$ cat src/rtl/cpu_pkg.sv
// Shared definitions for the data memory arbiter: FSM state encodings and requester IDs.
package cpu_pkg;

  typedef enum logic [1:0] {
    ARB_IDLE      = 2'd0,
    ARB_ACCESS    = 2'd1,
    ARB_READ_WAIT = 2'd2
  } arb_state_t;

  localparam logic REQ_CPU    = 1'b0;
  localparam logic REQ_LOADER = 1'b1;

endpackage

$ cat src/rtl/arb_pick.sv
// Combinational winner select between the CPU and loader requesters.
// DATA_ARB_RR_EN selects round-robin on a tie; otherwise the CPU always wins.
module arb_pick
  import cpu_pkg::*;
(
  input  logic req0,
  input  logic req1,
  input  logic last,
  output logic valid,
  output logic winner
);

`ifdef DATA_ARB_RR_EN
  always_comb begin
    valid  = req0 | req1;
    winner = REQ_CPU;
    // A tie goes to whoever was not granted last time.
    if (req0 && req1)
      winner = ~last;
    else if (req1)
      winner = REQ_LOADER;
  end
`else
  logic unused_last;
  assign unused_last = last;

  always_comb begin
    valid  = req0 | req1;
    winner = (req1 && !req0) ? REQ_LOADER : REQ_CPU;
  end
`endif

endmodule

$ cat src/rtl/data_mem_arbiter.sv
// Serialising two-requester arbiter in front of the single-port data memory.
// Define DATA_ARB_RR_EN for round-robin tie-breaking; the default is fixed priority to requester 0.
module data_mem_arbiter
  import cpu_pkg::*;
#(
  parameter int WIDTH_DATA = 32,
  parameter int AWIDTH     = 10
) (
  input  logic                  clk,
  input  logic                  rst,
  input  logic                  req0,
  input  logic                  req1,
  input  logic                  we0,
  input  logic                  we1,
  input  logic [AWIDTH-1:0]     addr0,
  input  logic [AWIDTH-1:0]     addr1,
  input  logic [WIDTH_DATA-1:0] wdata0,
  input  logic [WIDTH_DATA-1:0] wdata1,
  output logic                  gnt0,
  output logic                  gnt1,
  output logic                  rvalid0,
  output logic                  rvalid1,
  output logic [WIDTH_DATA-1:0] rdata,
  output logic [AWIDTH-1:0]     mem_addr,
  output logic [WIDTH_DATA-1:0] mem_wdata,
  output logic                  mem_rd_en,
  output logic                  mem_wr_en,
  input  logic [WIDTH_DATA-1:0] mem_rdata,
  output logic                  busy
);

  arb_state_t state, state_next;
  logic       owner;
  logic       we_q;
  logic       last;
  logic       pick_valid;
  logic       pick_winner;

`ifdef DATA_ARB_RR_EN
  logic last_q;

  always_ff @(posedge clk) begin
    if (rst)
      last_q <= REQ_LOADER;
    else if (state == ARB_ACCESS)
      last_q <= owner;
  end

  assign last = last_q;
`else
  assign last = REQ_LOADER;
`endif

  arb_pick u_pick (
    .req0   (req0),
    .req1   (req1),
    .last   (last),
    .valid  (pick_valid),
    .winner (pick_winner)
  );

  always_ff @(posedge clk) begin
    if (rst)
      state <= ARB_IDLE;
    else
      state <= state_next;
  end

  // Grants and enables decode from state and registered owner only, so no req reaches an output combinationally.
  always_comb begin
    state_next = state;
    gnt0       = 1'b0;
    gnt1       = 1'b0;
    mem_rd_en  = 1'b0;
    mem_wr_en  = 1'b0;
    case (state)
      ARB_IDLE: begin
        if (pick_valid)
          state_next = ARB_ACCESS;
      end
      ARB_ACCESS: begin
        gnt0       = (owner == REQ_CPU);
        gnt1       = (owner == REQ_LOADER);
        mem_wr_en  = we_q;
        mem_rd_en  = !we_q;
        state_next = we_q ? ARB_IDLE : ARB_READ_WAIT;
      end
      ARB_READ_WAIT: state_next = ARB_IDLE;
      default:       state_next = ARB_IDLE;
    endcase
  end

  assign busy = (state != ARB_IDLE);

  always_ff @(posedge clk) begin
    if (rst) begin
      owner     <= REQ_CPU;
      we_q      <= 1'b0;
      mem_addr  <= '0;
      mem_wdata <= '0;
      rdata     <= '0;
      rvalid0   <= 1'b0;
      rvalid1   <= 1'b0;
    end else begin
      rvalid0 <= 1'b0;
      rvalid1 <= 1'b0;
      if (state == ARB_IDLE && pick_valid) begin
        owner     <= pick_winner;
        we_q      <= pick_winner ? we1 : we0;
        mem_addr  <= pick_winner ? addr1 : addr0;
        mem_wdata <= pick_winner ? wdata1 : wdata0;
      end
      // Read data lands in the IDLE cycle that follows, alongside the owner's rvalid.
      if (state == ARB_READ_WAIT) begin
        rdata   <= mem_rdata;
        rvalid0 <= (owner == REQ_CPU);
        rvalid1 <= (owner == REQ_LOADER);
      end
    end
  end

endmodule

$ cat config.mk
export PLATFORM = sky130hd
export DESIGN_NAME = data_mem_arbiter
export DESIGN_NICKNAME = d
export VERILOG_FILES = /design/src/rtl/cpu_pkg.sv /design/src/rtl/arb_pick.sv /design/src/rtl/data_mem_arbiter.sv
export SDC_FILE = /design/constraint.sdc
export NUM_CORES = 1
export LEC_CHECK = 0
export CORE_MARGIN = 2
export CORE_UTILIZATION = 37
export CTS_CLUSTER_DIAMETER = 80
export DETAILED_ROUTE_END_ITERATION = 10
export GPL_TIMING_DRIVEN = 0
export PLACE_DENSITY = 0.88
export SLEW_MARGIN = 10
export SYNTH_ARGS = -nofsm -noshare
export SYNTH_HDL_FRONTEND = slang
export SYNTH_SLANG_ARGS = --single-unit
$ cat constraint.sdc
create_clock -name clk -period 1.3 [get_ports clk]
set_clock_uncertainty 0.1 [all_clocks]
set_input_delay 0.13 -clock clk [delete_from_list [all_inputs] [get_ports clk]]
set_output_delay 0.13 -clock clk [all_outputs]
set_load 0.1 [all_outputs]
==> impl_metrics.toml, run 1 <==
[worst_setup_path]
critPathCaptureType = "output pin"
crit_start = "state[1]"
slowest_stage = "dfxtp_2"
r2r-start = "state[0]"
cp.arrival_ns = 1.22
critical_path.max_stage_delay_ns = 0.35
path_buf_inv = 1
crit_chain = "nand2b_4, nor2_4, buf_12"
path_class = "flip-flop to output pin"
cpLargestDelayFamily = "flip-flops"
critPathLaunchType = "flip-flop"
cp_max_fo = 5
cp.required_ns = 1.07

[synth]
synth_top_area_cell = "dfxtp_1"
ys_types = 18
synth_top_area_frac = 0.488
synth_area_leaders = "dfxtp_1, nand2_1, a21oi_1"
synth_enable_flop_cells = 0
ys_seq_area_frac = 0.488
ys.warnings.count = 0
synth_most_common_cell = "nand2_1"
syn_avg_cell_area_um2 = 7.98
synth_common_cells = "nand2_1, dfxtp_1, a21oi_1, a311oi_1, buf_2"
async_flop_share = 0
synth_nets = 533
synth_ff_type = "dfxtp_1"
syn_inst = 411
synth_area_mm2 = 0.00328
ys_ff_latch = 80

[power]
vdd_drop_max_uv = 755
power_density_mw_per_mm2 = 1390
power_leakage_nw = 2.37

[floorplanning]
start_util = 0.378
die_x_um = 98.1
ios = 203
core_mm2 = 0.00868
die_area_mm2 = 0.00963
rows = 34
die_h_um = 98.1

[clock_tree]
cts_root_buf = "clkbuf_8"
cts_tree = "done"
clk_latency_ns = 0.34
cts.sinks = 80
cts_buffers = 9
cts_max_path_buffers = 2
clk_pin_slew_ns = 0.08
cts_max_level = 3

[sta]
clock.fmax_ghz = 0.692
timing.hold.ws_ns = 0.227
finalSetupTns_ns = -3.66
period_share = 1.11
hold_viol = 0
rsz0062_at_grt = "yes"
finalMaxSlewViolations = 0
setup_viol = 49
post-route-min-period_ns = 1.45
tightest_slew_ns = 0.601
fin_ws_ns = -0.145
max_slew_margin = 0.599

[finish]
diodes = 0
layout.cells.non_filler = 741
nNetsFinal = 750
design_area_mm2 = 0.00593
syn_to_final_growth_pct = 80.7
drive_gt1_frac = 0.376

[placed_design]
dp_slack_ns = -0.753
hpwlAfterDp_mm = 8.81
place_inst = 720
io_buffers = 201
place.gp.congestion = 0.866
placed_area_mm2 = 0.00559

[detailed_routing]
antenna_left = 0
routedWlPerCell_um = 16.6
num_vias = 3832
drt_wl_total_mm = 12.3
viasPerCell = 5.17
post-route-drc-count = 0
dr.pass1.iters = 6
first_iter_violations = 130

[global_route]
grt_max_degree = 15
grt.total_usage = 0.247
grt_pass1_wl_mm = 19.2
grt_pass1_vias = 3897
antenna_found_initial = 0
overflow = 0

[run_status]
status = "finished with violations"
violations = "setup timing"

[worst_hold_path]
hold_class = "input port to flip-flop"
hp-start = "mem_rdata[29]"

[job]
maxCapViolCount = 0
[report_power, final]
part / switching, mW / internal, mW / total [mW]
clock: 0.938 / 1.34 / 2.28
combinational: 2.14 / 0.994 / 3.13
sequential: 0.132 / 2.69 / 2.82
total: 3.21 / 5.02 / 8.23
[kinds of logic after synthesis]
| logic type | synth area share |
|---|---|
| buf+inv | 0.0744 |
| simple gates | 0.203 |
| flops | 0.488 |
| compound gates | 0.234 |
[routing by layer]
| layer | track usage | wire length (um) | part of all wire | up-vias |
|---|---|---|---|---|
| met2 | 0.452 | 6230 | 0.51 | 188 |
| li1 | - | - | - | 1847 |
| met5 | 0 | 0 | 0 | - |
| met3 | 0.0716 | 1050 | 0.085 | 24 |
| met4 | 0.0811 | 236 | 0.019 | 0 |
| met1 | 0.275 | 4770 | 0.39 | 1773 |
[tightest hold or removal path, delay by kind of cell]
kind / cells / cell delay (ns)
compound gates: 1 / 0.05
buf+inv: 1 / 0.40
simple gates: 1 / 0.05
[path summary, 6_finish.rpt]
| kind | end | slack [ns] | cells after the start |
|---|---|---|---|
| worst min register to register | rdata[26] | 0.36 | 2 |
| worst max-delay path | gnt1 | -0.15 | 3 |
| worst max register to register | mem_wdata[22] | -0.11 | 7 |
| worst min-delay path | rdata[29] | 0.23 | 3 |
[stage by stage]
stage	power [mW]	util
finish	8.23	0.683
global route	8.50	0.683
CTS	8.22	0.676
detailed placement	5.86	0.644
global placement	5.81	0.644
floorplan	4.92	-
[sequential cells by signal, indices dropped and copies added, names as in the netlist]
name and cells:
rvalid1 1, state 2, we_q 1, rvalid0 1, rdata 32, mem_addr 10, mem_wdata 32, owner 1
[layout make-up]
type	count	area (um^2)
Tap cell	108	135
Inverter	3	18.8
Buffer	40	315
Timing Repair Buffer	206	1930
Fill cell	683	2750
Multi-Input combinational cell	288	1570
Clock inverter	6	115
Sequential cell	80	1700
Clock buffer	10	138
[repair_timing]
item | in CTS | in global routing
hold buffers | 0 | 0
pin swaps | 5 | 1
endpoints found under the setup margin | 155 | 78
buffers inserted | 4 | 0
gates resized for setup | 532 | 11
cloned | 1 | 0
hold endpoints to repair | 0 | 0
[layout by cell type (no fill, tap or decap), types with 3 or more instances in the layout]
master / netlist / routed
a21oi_1: 76 / 72
dfxtp_2: 0 / 77
buf_4: 5 / 97
a311oi_2: 1 / 14
nor2_4: 2 / 6
a311oi_1: 42 / 29
buf_6: 5 / 7
nor3_1: 4 / 4
clkbuf_1: 9 / 9
clkdlybuf4s50_1: 0 / 120
buf_12: 0 / 8
clkbuf_8: 0 / 10
nand2_1: 151 / 151
bufinv_16: 0 / 3
a21oi_2: 0 / 4
Power figures use the tool's default switching activity.
==> run 2: changes to the inputs <==
ABC_AREA = 1   (was default)
CORE_UTILIZATION = 40   (was 37)
PLACE_DENSITY = 0.89   (was 0.88)
==> run 2 against run 1 <==
Effect of this change: the flow still finishes with violations (setup timing); wire length up 0.64%; synthesized cell count up 52%; die area up 9.7%; register-to-register slack better by 0.02 ns; clock-buffer cell count down 1; sequential power about the same; via count up 17%; hold slack worse by 0.21 ns; global-route usage down 1.4 points; sequential share of layout area down 2.1 points; clock power down 8%.
==> impl_metrics.toml, run 2 <==
[run_status]
status = "finished with violations"
violations = "setup timing"

[synth]
synth.mux.area_fraction = 0
ys_ff_latch = 80
synth_most_common_cell = "nor2_1"
ys_types = 17
syn_avg_cell_area_um2 = 6.24
synth_top_area_cell = "dfxtp_1"
synth_area_mm2 = 0.00390
synth_nets = 748
syn_inst = 626
synth_top_family_by_area = "simple AND/OR/NAND/NOR gates"
synthSimpleGateAreaFrac = 0.403
synth_xor_area_frac = 0
synth_area_leaders = "dfxtp_1, nor2_1, nand3_1"
ys_seq_area_frac = 0.410
ys.warnings.count = 0
synth_enable_flop_cells = 0
async_flop_share = 0
synth_ff_type = "dfxtp_1"
synth-compound-area-share = 0.0423
synth_top_area_frac = 0.410
synth_common_cells = "nor2_1, nand2_1, inv_1, nand3_1, dfxtp_1"
synthAdderAreaFrac = 0

[finish]
design_area_mm2 = 0.00642
diodes = 0
layout.cells.non_filler = 979
drive_gt1_frac = 0.278
finish.utilization = 0.666
syn_to_final_growth_pct = 64.4
nNetsFinal = 963
layout_common_cells = "nor2_1, clkdlybuf4s50_1, nand2_1"
final_common_cell = "nor2_1"
reg_top3 = "mem_wdata: 32 flops, rdata: 32 flops, mem_addr: 10 flops"

[clock_tree]
cts_max_path_buffers = 2
cts_buffers = 9
cts_hold_buf = 0
clk_pin_slew_ns = 0.08
cts_root_buf = "clkbuf_8"
clk_latency_ns = 0.34
cts_tree = "done"
cts_max_level = 3
cts.sinks = 80

[worst_setup_path]
cp_max_fo = 3
cp.required_ns = 1.07
critPathCaptureType = "output pin"
path_class = "flip-flop to output pin"
critPathLaunchType = "flip-flop"
r2r_slack_ns = -0.09
r2r-start = "state[0]"
r2r-end = "mem_addr[3]"
cp.arrival_ns = 1.20
r2r_cells = 7

[sta]
post-route-min-period_ns = 1.43
clock.fmax_ghz = 0.699
fin_ws_ns = -0.131
finalSetupTns_ns = -2.15
hold_viol = 0
rsz0062_at_grt = "yes"
period_share = 1.10
tightest_slew_ns = 0.433
max_slew_margin = 0.711
finalMaxSlewViolations = 0
setup_viol = 44

[detailed_routing]
highest_layer = "met4"
met3WireLength_mm = 1.29
routedWlPerCell_um = 12.6
viasPerCell = 4.57
routedLengthMet1_mm = 5.03
post-route-drc-count = 0
antenna_left = 0
wl_met2_mm = 5.83
num_vias = 4475
dr.pass1.iters = 4
first_iter_violations = 150
drt_wl_total_mm = 12.4

[placed_design]
place.gp.congestion = 0.811
hpwlAfterDp_mm = 9.33
place_inst = 960
io_buffers = 201
placed_area_mm2 = 0.00622
dp_slack_ns = -0.830

[worst_hold_path]
hp-start = "rst"
min_to = "owner"
hold_class = "input port to flip-flop"
holdPathStages = 2

[global_route]
overflow = 0
grt_max_degree = 16
grt_pass1_vias = 4240
grt_pass1_wl_mm = 19.5
antenna_found_initial = 0
grt.total_usage = 0.233

[power]
power_leakage_nw = 3.20
power_density_mw_per_mm2 = 1310
vdd_drop_max_uv = 732

[floorplanning]
die_area_mm2 = 0.0106
die_h_um = 103
die_x_um = 103
start_util = 0.405
core_mm2 = 0.00964
rows = 36
ios = 203

[job]
maxCapViolCount = 0
## run 2: cell types whose count changed after synthesis, moves of 42 or more
cell      before  now
a21oi_1       76    1
nand2_1      151   89
inv_1          2   88
nor2_1         5  198
nand3_1        0   86
a311oi_1      42    0
## run 2: through the flow
| step | hold slack (ns) | power (mW) |
|---|---|---|
| detailed placement | 0.385 | 6.37 |
| floorplan | 0.0950 | 5.37 |
| finish | 0.0165 | 8.42 |
| CTS | 0.105 | 8.45 |
| global route | -0.00286 | 8.83 |
| global placement | 0.368 | 6.33 |
## run 2: worst max-delay path by stage
stage / endpoint / start / cells after the start
final: busy / state[0] / 4
after global placement: busy / state[0] / 4
after detailed placement: busy / state[0] / 4
after floorplan: busy / state[0] / 3
after global routing: mem_rd_en / state[1] / 4
after CTS: busy / state[0] / 4
## run 2: layout make-up
cell class | instances | area, um^2
Buffer | 39 | 262
Clock buffer | 9 | 124
Clock inverter | 7 | 101
Fill cell | 888 | 3220
Inverter | 93 | 360
Multi-Input combinational cell | 414 | 1810
Sequential cell | 80 | 1710
Tap cell | 133 | 166
Timing Repair Buffer | 204 | 1890
## run 2: logic make-up after synthesis
| family | count (synthesis) |
|---|---|
| buf+inv | 132 |
| compound gates | 33 |
| flops | 80 |
| simple gates | 381 |
## run 2: what timing repair did
item,4_1_cts,5_1_grt
pin swaps,3,3
buffers inserted,2,1
setup endpoints to repair,151,78
gates resized for setup,508,31
## run 2: power breakdown
| part | total (mW) | internal (mW) | switching (mW) |
|---|---|---|---|
| Combinational | 3.48 | 1.03 | 2.45 |
| Sequential | 2.84 | 2.72 | 0.128 |
| Clock | 2.09 | 1.11 | 0.987 |
## run 2: worst max-delay path: stages, from the launching register on
cell and delay (ns):
dfxtp_4 0.39, nor2_4 0.10, buf_6 0.11, clkinvlp_4 0.08, buf_8 0.17
## run 2: routing by layer
layer,up-vias,global-route usage
met5,-,0
met4,0,0.0628
met3,20,0.0888
met2,187,0.402
met1,1955,0.272
li1,2313,-
